File: config.mk
export PLATFORM = sky130hd
export DESIGN_NAME = rr_router_merge
export DESIGN_NICKNAME = d
export VERILOG_FILES = /design/src/rtl/rr_router_merge.sv
export SDC_FILE = /design/constraint.sdc
export NUM_CORES = 1
export LEC_CHECK = 0
export CAP_MARGIN = 25
export CORE_MARGIN = 8
export CORE_UTILIZATION = 43
export DETAILED_ROUTE_END_ITERATION = 16
export PLACE_DENSITY = 0.77
export SKIP_CTS_REPAIR_TIMING = 1
export SLEW_MARGIN = 10
export SYNTH_ARGS = -nofsm -noshare
export SYNTH_HDL_FRONTEND = slang
export SYNTH_SLANG_ARGS = --single-unit
File: constraint.sdc
create_clock -name clk -period 5.1 [get_ports clk]
set_input_delay 1.02 -clock clk [delete_from_list [all_inputs] [get_ports clk]]
set_output_delay 1.02 -clock clk [all_outputs]
set_load 0.1 [all_outputs]
File: src/rtl/rr_router_merge.sv
// rr_router_merge: N:1 round-robin merge into a DEPTH-entry output FIFO.
// Each cycle one valid input is granted, starting the search at the input
// after the one granted last. Its flit is written into the FIFO, which
// drains through a valid/ready handshake.
// Optional feature macro: RR_MERGE_STATS_EN adds saturating 16-bit
// per-input transfer counters on output grant_cnt.
module rr_router_merge #(
   parameter  int NUM_IN = 5,
   parameter  int WIDTH  = 11,
   parameter  int DEPTH  = 4,
   localparam int GW     = $clog2(NUM_IN),
   localparam int AW     = $clog2(DEPTH),
   localparam int CW     = AW + 1
) (
   input  logic                      clk,
   input  logic                      rst,
   input  logic [NUM_IN*WIDTH-1:0]   in_data,
   input  logic [NUM_IN-1:0]         in_valid,
   output logic [NUM_IN-1:0]         in_ready,
   output logic [WIDTH-1:0]          out_data,
   output logic                      out_valid,
   input  logic                      out_ready,
   output logic [GW-1:0]             grant_id,
   output logic [CW-1:0]             fifo_count
`ifdef RR_MERGE_STATS_EN
   ,
   output logic [NUM_IN*16-1:0]      grant_cnt
`endif
);

   logic [WIDTH-1:0] in_flit [NUM_IN];

   logic [GW-1:0]    rr_ptr_q, rr_ptr_d;
   logic [AW-1:0]    wr_ptr_q, wr_ptr_d;
   logic [AW-1:0]    rd_ptr_q, rd_ptr_d;
   logic [CW-1:0]    count_q, count_d;
   logic [WIDTH-1:0] mem_q [DEPTH];
   logic [WIDTH-1:0] out_data_q, out_data_d;

   logic             can_push;
   logic             grant_vld;
   logic [GW-1:0]    grant_idx;
   logic [WIDTH-1:0] push_data;
   logic             push;
   logic             pop;
   int               arb_idx;

   for (genvar g = 0; g < NUM_IN; g++) begin : g_unpack
      assign in_flit[g] = in_data[g*WIDTH +: WIDTH];
   end

   // Round-robin search from rr_ptr; a pop in the same cycle does not make room.
   always_comb begin
      grant_vld = 1'b0;
      grant_idx = '0;
      arb_idx   = 0;
      can_push  = !rst && (count_q < CW'(DEPTH));
      for (int k = 0; k < NUM_IN; k++) begin
         arb_idx = int'(rr_ptr_q) + k;
         if (arb_idx >= NUM_IN) begin
            arb_idx = arb_idx - NUM_IN;
         end
         if (!grant_vld && in_valid[GW'(arb_idx)]) begin
            grant_vld = 1'b1;
            grant_idx = GW'(arb_idx);
         end
      end
      if (!can_push) begin
         grant_vld = 1'b0;
         grant_idx = '0;
      end
   end

   // One-hot grant and grant index outputs.
   always_comb begin
      in_ready = '0;
      if (grant_vld) begin
         in_ready[grant_idx] = 1'b1;
      end
   end

   assign grant_id   = grant_idx;
   assign push       = grant_vld;
   assign push_data  = in_flit[grant_idx];
   assign out_valid  = (count_q != '0);
   assign pop        = !rst && out_valid && out_ready;
   assign out_data   = out_data_q;
   assign fifo_count = count_q;

   // Next-state for pointers, occupancy and the registered head flit.
   always_comb begin
      rr_ptr_d   = rr_ptr_q;
      wr_ptr_d   = wr_ptr_q;
      rd_ptr_d   = rd_ptr_q;
      count_d    = count_q;
      out_data_d = out_data_q;
      if (push) begin
         rr_ptr_d = (grant_idx == GW'(NUM_IN - 1)) ? '0 : grant_idx + GW'(1);
         wr_ptr_d = wr_ptr_q + AW'(1);
      end
      if (pop) begin
         rd_ptr_d = rd_ptr_q + AW'(1);
      end
      case ({push, pop})
         2'b10:   count_d = count_q + CW'(1);
         2'b01:   count_d = count_q - CW'(1);
         default: count_d = count_q;
      endcase
      // The head only comes from the incoming flit when that flit lands in
      // the slot the read pointer is moving to; otherwise it is already stored.
      // When the FIFO drains, the last flit stays on out_data.
      if (count_d != '0) begin
         if (push && (rd_ptr_d == wr_ptr_q)) begin
            out_data_d = push_data;
         end else begin
            out_data_d = mem_q[rd_ptr_d];
         end
      end
   end

   // Control state register with synchronous reset.
   always_ff @(posedge clk) begin
      if (rst) begin
         rr_ptr_q   <= '0;
         wr_ptr_q   <= '0;
         rd_ptr_q   <= '0;
         count_q    <= '0;
         out_data_q <= '0;
      end else begin
         rr_ptr_q   <= rr_ptr_d;
         wr_ptr_q   <= wr_ptr_d;
         rd_ptr_q   <= rd_ptr_d;
         count_q    <= count_d;
         out_data_q <= out_data_d;
      end
   end

   // FIFO storage; push is already suppressed during reset.
   always_ff @(posedge clk) begin
      if (push) begin
         mem_q[wr_ptr_q] <= push_data;
      end
   end

`ifdef RR_MERGE_STATS_EN
   logic [15:0] cnt_q [NUM_IN];

   // Per-input transfer counters, saturating at all-ones.
   always_ff @(posedge clk) begin
      if (rst) begin
         for (int i = 0; i < NUM_IN; i++) begin
            cnt_q[i] <= '0;
         end
      end else if (push && (cnt_q[grant_idx] != 16'hFFFF)) begin
         cnt_q[grant_idx] <= cnt_q[grant_idx] + 16'd1;
      end
   end

   for (genvar g = 0; g < NUM_IN; g++) begin : g_cnt
      assign grant_cnt[g*16 +: 16] = cnt_q[g];
   end
`else
   // Statistics counters are not built in this configuration.
`endif

endmodule

# Yosys cells after proc, flatten, opt, wreduce, memory -nomap -nowiden
# Memories as Yosys holds them, arrays and structs flattened. A register that Yosys moved wholly into a read port is not among the register bits.
# Cells that the tools add are included.
[op_classes]
magnitude_cmp = 14
reduce_logical = 15
addsub = 14
n_bitwise = 1
n_mux = 43
n_eq_ne = 3
[op_table]
columns = ["cell", "n"]
rows = [
  ["$mux 3", 12],
  ["$bmux 11 s3", 1],
  ["$lt 3x5->1 const B", 5],
  ["$mux 11", 2],
  ["$mux 1", 19],
  ["$ge 4x3->1 const B", 4],
  ["$bmux 1 s3", 5],
  ["$sub 3x3->3 const B", 5],
  ["$add 3x2->4 const B", 2],
  ["$logic_and 1x1->1", 8],
  ["$add 3x1->3 const B", 2],
  ["$pmux 3 s2", 1],
  ["$reduce_bool 3->1", 2],
  ["$logic_not 1->1", 5],
  ["$mux 5", 1],
  ["$add 2x1->2 const B", 2],
  ["$add 3x1->4 const B", 1],
  ["$add 3x3->4 const B", 1],
  ["$ge 4x4->1 const B", 1],
  ["$lt 3x4->1 const B", 1],
  ["$not 3->4", 1],
  ["$demux 1 s3", 1],
  ["$eq 3x3->1 const B", 1],
  ["$ge 3x1->1 const B", 1],
  ["other kinds (6)", 6],
]
[totals]
output_inout_bits = 23
ff_bits = 10
input_bits = 63
mem_count = 1
ramBits = 44
[mem_list]
columns = ["name", "words", "width", "read_ports", "rd_ports_with_merged_regs", "write_ports", "line_no", "rtl"]
rows = [
  ["mem_q", 4, 11, 1, 1, 1, "37", "logic [WIDTH-1:0] mem_q [DEPTH];"],
]

# Longest topological paths before layout
# Gate-level depths: netlist of run 1.
[depth]
depth_word = 24
ltp_mapped = 24

# Worst setup path before layout of run 1
# Ideal clock, no wire load.
[synth_path]
path_type = "reg-to-output"
from = "register rr_ptr_q[1]"
to = "output in_ready[2]"
path_stages_with_launch = 14
setup_slack_ns = -1.251
n_path_buf = 3
t_arrival_ns = 5.331
required_ns = 4.080
path_cell_list = "dfxtp_1 > buf_2 > inv_1 > ha_1 > clkbuf_1 > or4_1 > o2111a_1 > or2_1 > nor3_1 > a21oi_1 > nand2_1 > inv_2 > buf_6 > nor3_1"
[synth_between]
elab_chain_len = 24
word_cells_on_any_way = 60
[synth_lines]
columns = ["element", "line_no", "rtl"]
rows = [
  ["from (decl)", "33", "logic [GW-1:0] rr_ptr_q, rr_ptr_d;"],
  ["from (signal assigned)", "130", "rr_ptr_q <= rr_ptr_d;"],
  ["branches (longest 17 deep; another with $add 3x1->4)", "--", ""],
  ["$mux 3 (*)", "63", "if (!grant_vld && in_valid[GW'(arb_idx)]) begin"],
  ["$mux 3 (*)", "68", "if (!can_push) begin"],
  ["via grant_id[0]", "23", "output logic [GW-1:0] grant_id,"],
  ["$lt 3x4->1 (implied by the code) / $ge 3x1->1 (equally long branches)", "78", "in_ready[grant_idx] = 1'b1;"],
  ["$logic_and 1x1->1 (implied by the code)", "78", ""],
  ["$mux 1 (implied by the code)", "78", ""],
  ["$demux 1 s3 (*)", "78", ""],
  ["$mux 5 (*)", "77", "if (grant_vld) begin"],
  ["to (decl)", "19", "output logic [NUM_IN-1:0] in_ready,"],
]
# Mark *: on every way through the listed nets, which the timed path passes. The select of a mux whose other input is x is not followed.

# Final worst setup path of run 1
[layout_path]
from = "register rr_ptr_q[0]"
to = "output in_ready[2]"
[layout_between]
elab_chain_len = 24
word_cells_on_any_way = 60
[layout_lines]
columns = ["element", "line_no"]
rows = [
  ["branches (longest 23 deep; another with $add 3x1->4)", "--"],
  ["$mux 5 (*)", "77"],
]
# Every way passes the cells marked *. The select of a mux whose other input is x is not followed.

==> results of run 1 <==
-- stage by stage --
step	hold WS [ps]	cell area, sq um	std cells	util
5_1_grt	536	6190	709	0.608
2_1_floorplan	538	4480	442	-
3_3_place_gp	493	5850	686	0.574
4_1_cts	519	6050	704	0.594
6_report	531	6190	709	0.608
3_5_place_dp	501	5870	688	0.577
-- routing by layer --
layer	vias up	part of all wire	GRT usage
met5	-	0	0
met4	0	0.029	0.0849
met3	30	0.060	0.0264
met2	154	0.51	0.347
met1	2011	0.40	0.244
li1	1926	-	-
-- how the worst max path moves through the flow --
| stage | endpoint | slack [ps] | cells after the start |
|---|---|---|---|
| floorplan | in_ready[2] | -420 | 12 |
| global placement | out_data[5] | -440 | 20 |
| detailed placement | out_data[7] | -350 | 22 |
| CTS | out_data[6] | -110 | 24 |
| global route | in_ready[2] | -50 | 15 |
| finish | in_ready[2] | 80 | 15 |
-- Yosys cell counts (3+ instances only) --
library cell  instances  area [sq um]
inv_1                19          71.3
nor3_1                7          35.0
or3_1                 3          18.8
edfxtp_1             44          1320
or4_1                 3          22.5
a221oi_1             11          96.3
nand3_1               7          35.0
xnor2_1              12           105
a211oi_1              8          60.1
o21ai_0              11          55.1
or2_2                 3          18.8
o211ai_1             12          90.1
nand3b_1              4          30.0
o21ai_1              12          60.1
and2_1                4          25.0
clkbuf_1             20          75.1
o221ai_2             10           150
dfxtp_1              21           420
nand2b_1              3          18.8
buf_2                 7          35.0
a21boi_0             12          90.1
o22ai_1               3          18.8
a31oi_1               3          18.8
nor2b_1               5          31.3
nand2_1              41           154
mux2i_1              19           190
mux4_2               12           270
nor2_1               36           135
nor4_1                3          18.8
a21oi_1              12          60.1
xor2_1                4          35.0
ha_1                 15           188
nor3b_1               4          30.0
and3_1               12          75.1
-- kinds of logic (layout without fill, tap and decap cells) --
family | count (synthesis) | after routing | share of synthesized area
xor gates and xnor gates | 16 | 16 | 0.0314
AOI/OAI and AO/OA | 118 | 118 | 0.211
buffers and inverters | 50 | 181 | 0.0474
adders and majority gates | 17 | 17 | 0.0510
muxes | 32 | 32 | 0.106
and+or+nand+nor | 144 | 144 | 0.162
DFF | 65 | 65 | 0.390
-- registers in the layout, indices dropped and copies added (netlist names) --
name,count
mem_q,44
out_data,11
fifo_count,3
rr_ptr_q,3
rd_ptr_q,2
wr_ptr_q,2
-- final cells by class --
class                      instances  area [sq um]  share of cell area
multi-input combinational        327          2630               0.425
sequential                        65          1740               0.281
clock inverter                     7          51.3             0.00828
timing repair buffer             144          1400               0.225
inverter                          21          78.8              0.0127
tap                              136           170              0.0275
clock buffer                       9           124              0.0200
-- critical path, stage by stage (launching register included) --
cell and delay, ps:
dfxtp_2 340, inv_2 70, ha_1 140, inv_1 60
fa_2 370, a21oi_4 240, mux2i_4 110, a311o_1 360
a22o_1 210, buf_4 160, or4_4 500, a2111oi_4 460
nor2_4 90, nor3_2 200, buf_4 160, buf_12 170
==> flow_metrics.py, run 1 <==
metrics = {
    "worst_setup_path": {
        "arrival_ps": 4000,
        "crit_type": "register to primary output",
        "path_max_fanout": 5,
        "r2r-end": "out_data[6]",
        "reg2reg_depth": 24,
        "startpoint_type": "register",
        "crit_required_ps": 4080,
        "reg2reg_slack_ps": 310,
        "cp-end-kind": "primary output",
        "startpoint": "rr_ptr_q[0]",
        "reg2reg_from": "rr_ptr_q[0]",
    },
    "global_route": {
        "grt_pass1_vias": 4210,
        "grt_use_total": 0.200,
        "grt_pass1_wl_um": 22400,
        "grt_antenna_before_repair": 0,
        "grt_max_degree": 35,
        "grt-ovfl-total": 0,
    },
    "cts": {
        "clock_path_buffers": 2,
        "clk_pin_slew_worst_paths_ps": 70,
        "clock_latency_ps": 340,
        "cts_sinks": 65,
        "cts_buffers": 9,
        "htreeDepth": 3,
        "cts_tree": "built",
        "cts_root_buf": "clkbuf_8",
    },
    "sta": {
        "tns_ps": 0,
        "finalHoldViolCount": 0,
        "fmax_mhz": 199,
        "layout_min_cycle_time_ps": 5020,
        "relSlewSlack": 0.319,
        "final_max_slew_viol_count": 0,
        "fin_skew_ps": 9.31,
        "period_share": 0.983,
        "setup_ws_ps": 84.7,
        "worst_pin_slew_ps": 1020,
        "setup-violations-final": 0,
    },
    "synthesis": {
        "synth_cell_types": 61,
        "synth_edf_count": 44,
        "synth_fp_nets": 522,
        "postSynthAreaPerCell_sq_um": 10.1,
        "syn_inst": 442,
        "netlist_area_sq_um": 4460,
        "synth_seq_cells": 65,
        "ys_seq_area_frac": 0.390,
        "ys.flop_type": "edfxtp_1",
        "yosysWarnings": 0,
        "ys_async_sr_fraction": 0,
    },
    "drt": {
        "vias": 4121,
        "drt-vias-per-instance": 5.81,
        "routedWlPerCell_um": 20.2,
        "first_pass_iters": 5,
        "drtIter0Drc": 347,
        "wirelength_um": 14300,
        "drcViolationCount": 0,
        "ant_nets": 0,
    },
    "die": {
        "start_util": 0.438,
        "core_area_sq_um": 10200,
        "die_area_sq_um": 13900,
        "rows": 37,
        "num_io_pins": 86,
        "die_h_um": 118,
        "die_w_um": 118,
    },
    "placement": {
        "routabilityCongestion": 0.895,
        "hpwlAfterDp_um": 11200,
        "pre_cts_ws_ps": -348,
        "io_buffers": 85,
    },
    "min_path": {
        "worstHoldPathType": "register to register",
        "hold_end": "out_data[3]",
        "hold_depth": 2,
        "hp-start": "out_data[3]",
    },
    "layout": {
        "layout-drive-gt1-share": 0.243,
        "fin_nets": 648,
        "syn_to_final_growth_pct": 38.8,
        "nFillCells": 848,
        "diodes": 0,
        "layout_common_cells": "73 x clkdlybuf4s50_1, 55 x buf_4, 44 x edfxtp_1",
        "mostFrequentLayoutCell": "clkdlybuf4s50_1",
    },
    "flow_run": {
        "drv_cap": 0,
    },
    "run_status": {
        "status": "finished clean",
    },
}
Power of run 1 is not shown: default switching activity piles up to over one toggle a cycle in this logic, so the estimate is an artifact.
==> run 2: changes to the inputs <==
Settings changed: CTS_BUF_LIST set to sky130_fd_sc_hd__clkbuf_16.
==> run 2 against run 1 <==
  * Count of clock-buffer cells in the layout did not move
  * Non-clock buffer count fell by 1
  * Final area rose by 1.5%
  * Clock skew fell by 3.1 ps
  * First-iteration DRC count fell by 11%
  * Sequential cell count did not move
  * Final cell count fell by 0.14%
  * Highest routed layer unchanged
==> flow_metrics.py, run 2 (same netlist as run 1, synthesis figures left out) <==
metrics = {
    "run_status": {
        "status": "finished clean",
    },
    "layout": {
        "layout_common_cells": "73 x clkdlybuf4s50_1, 54 x buf_4, 44 x edfxtp_1",
        "mostFrequentLayoutCell": "clkdlybuf4s50_1",
        "largest_reg_flops": 44,
        "syn_to_final_growth_pct": 40.9,
        "diodes": 0,
        "fin_nets": 647,
        "final_cells": 708,
        "layout-drive-gt1-share": 0.240,
        "regMostFlops": "mem_q",
    },
    "flow_run": {
        "drv_cap": 0,
    },
    "die": {
        "num_io_pins": 86,
        "start_util": 0.438,
        "rows": 37,
        "die_area_sq_um": 13900,
        "die_w_um": 118,
        "die_h_um": 118,
        "core_area_sq_um": 10200,
    },
    "min_path": {
        "hold_depth": 2,
        "worstHoldPathType": "register to register",
    },
    "placement": {
        "dp_cells": 688,
        "routabilityCongestion": 0.895,
        "io_buffers": 85,
        "hpwlAfterDp_um": 11200,
    },
    "cts": {
        "cts_sinks": 65,
        "cts_buffers": 9,
        "htreeDepth": 3,
        "clock_path_buffers": 2,
        "cts_tree": "built",
        "cts_root_buf": "clkbuf_16",
        "clock_latency_ps": 330,
        "clk_pin_slew_worst_paths_ps": 60,
    },
    "sta": {
        "setup-violations-final": 0,
        "relSlewSlack": 0.319,
        "worst_pin_slew_ps": 1020,
        "period_share": 0.981,
        "final_max_slew_viol_count": 0,
        "layout_min_cycle_time_ps": 5000,
        "fin_skew_ps": 6.23,
        "finalHoldViolCount": 0,
        "fmax_mhz": 200,
    },
    "drt": {
        "wirelength_um": 14800,
        "first_pass_iters": 5,
        "routedWlPerCell_um": 20.9,
        "drt-vias-per-instance": 5.86,
        "vias": 4146,
        "drtIter0Drc": 309,
        "drcViolationCount": 0,
        "ant_nets": 0,
    },
    "worst_setup_path": {
        "startpoint_type": "register",
        "crit_required_ps": 4080,
        "arrival_ps": 3980,
        "reg2reg_depth": 24,
        "path_max_fanout": 5,
        "crit_type": "register to primary output",
        "cp-end-kind": "primary output",
    },
    "global_route": {
        "grt-ovfl-total": 0,
        "grt_pass1_vias": 4234,
        "use_met3": 0.0393,
        "grt_max_degree": 35,
        "grtUsageMet2": 0.369,
        "grt_antenna_before_repair": 0,
        "grt_busiest_layer": "met2",
        "grt_pass1_wl_um": 23100,
        "use_met1": 0.245,
        "grt_use_total": 0.208,
    },
}
## run 2: worst max-delay path, stage by stage, from the launching register on
cell and delay (ps):
dfxtp_1 330, inv_2 80, ha_1 140, inv_1 60, fa_2 370, a21oi_4 240, mux2i_4 110, a311o_1 360
a22o_1 210, buf_4 160, or4_4 500, a2111oi_4 450, nor2_4 100, nor3_2 200, buf_4 160, buf_12 170
## run 2: worst paths after layout
check              startpoint           to  slack (ps)
setup / recovery  rr_ptr_q[0]  in_ready[2]         100
hold / removal    out_data[0]  out_data[0]         530
setup reg to reg  rr_ptr_q[0]  out_data[3]         310
hold reg to reg   out_data[0]  out_data[0]         530
## run 2: cell type report
type,instances,area [sq um]
well taps,136,170
multi-input cells,327,2630
fillers,846,3890
clock buffers,9,225
flip-flops and latches,65,1740
clock inverters,7,51.3
inverters,21,78.8
repair buffers,143,1390
## run 2: per-stage QoR
stage / setup TNS (ps) / util / area, sq um / hold slack (ps) / worst slack [ps]
6_report: 0 / 0.618 / 6290 / 527 / 97.7
5_1_grt: -17.0 / 0.618 / 6290 / 559 / -17.0
4_1_cts: -561 / 0.604 / 6150 / 515 / -114
3_5_place_dp: -3640 / 0.577 / 5870 / 501 / -348
3_3_place_gp: -4830 / 0.574 / 5850 / 493 / -445
2_1_floorplan: -430 / - / 4480 / 538 / -417
## run 2: layer usage
| layer | vias up | part of all wire |
|---|---|---|
| met3 | 41 | 0.047 |
| met5 | - | 0 |
| met2 | 159 | 0.51 |
| met4 | 0 | 0.031 |
| met1 | 2019 | 0.41 |
| li1 | 1927 | - |
Power of run 2 is left out for the same reason.
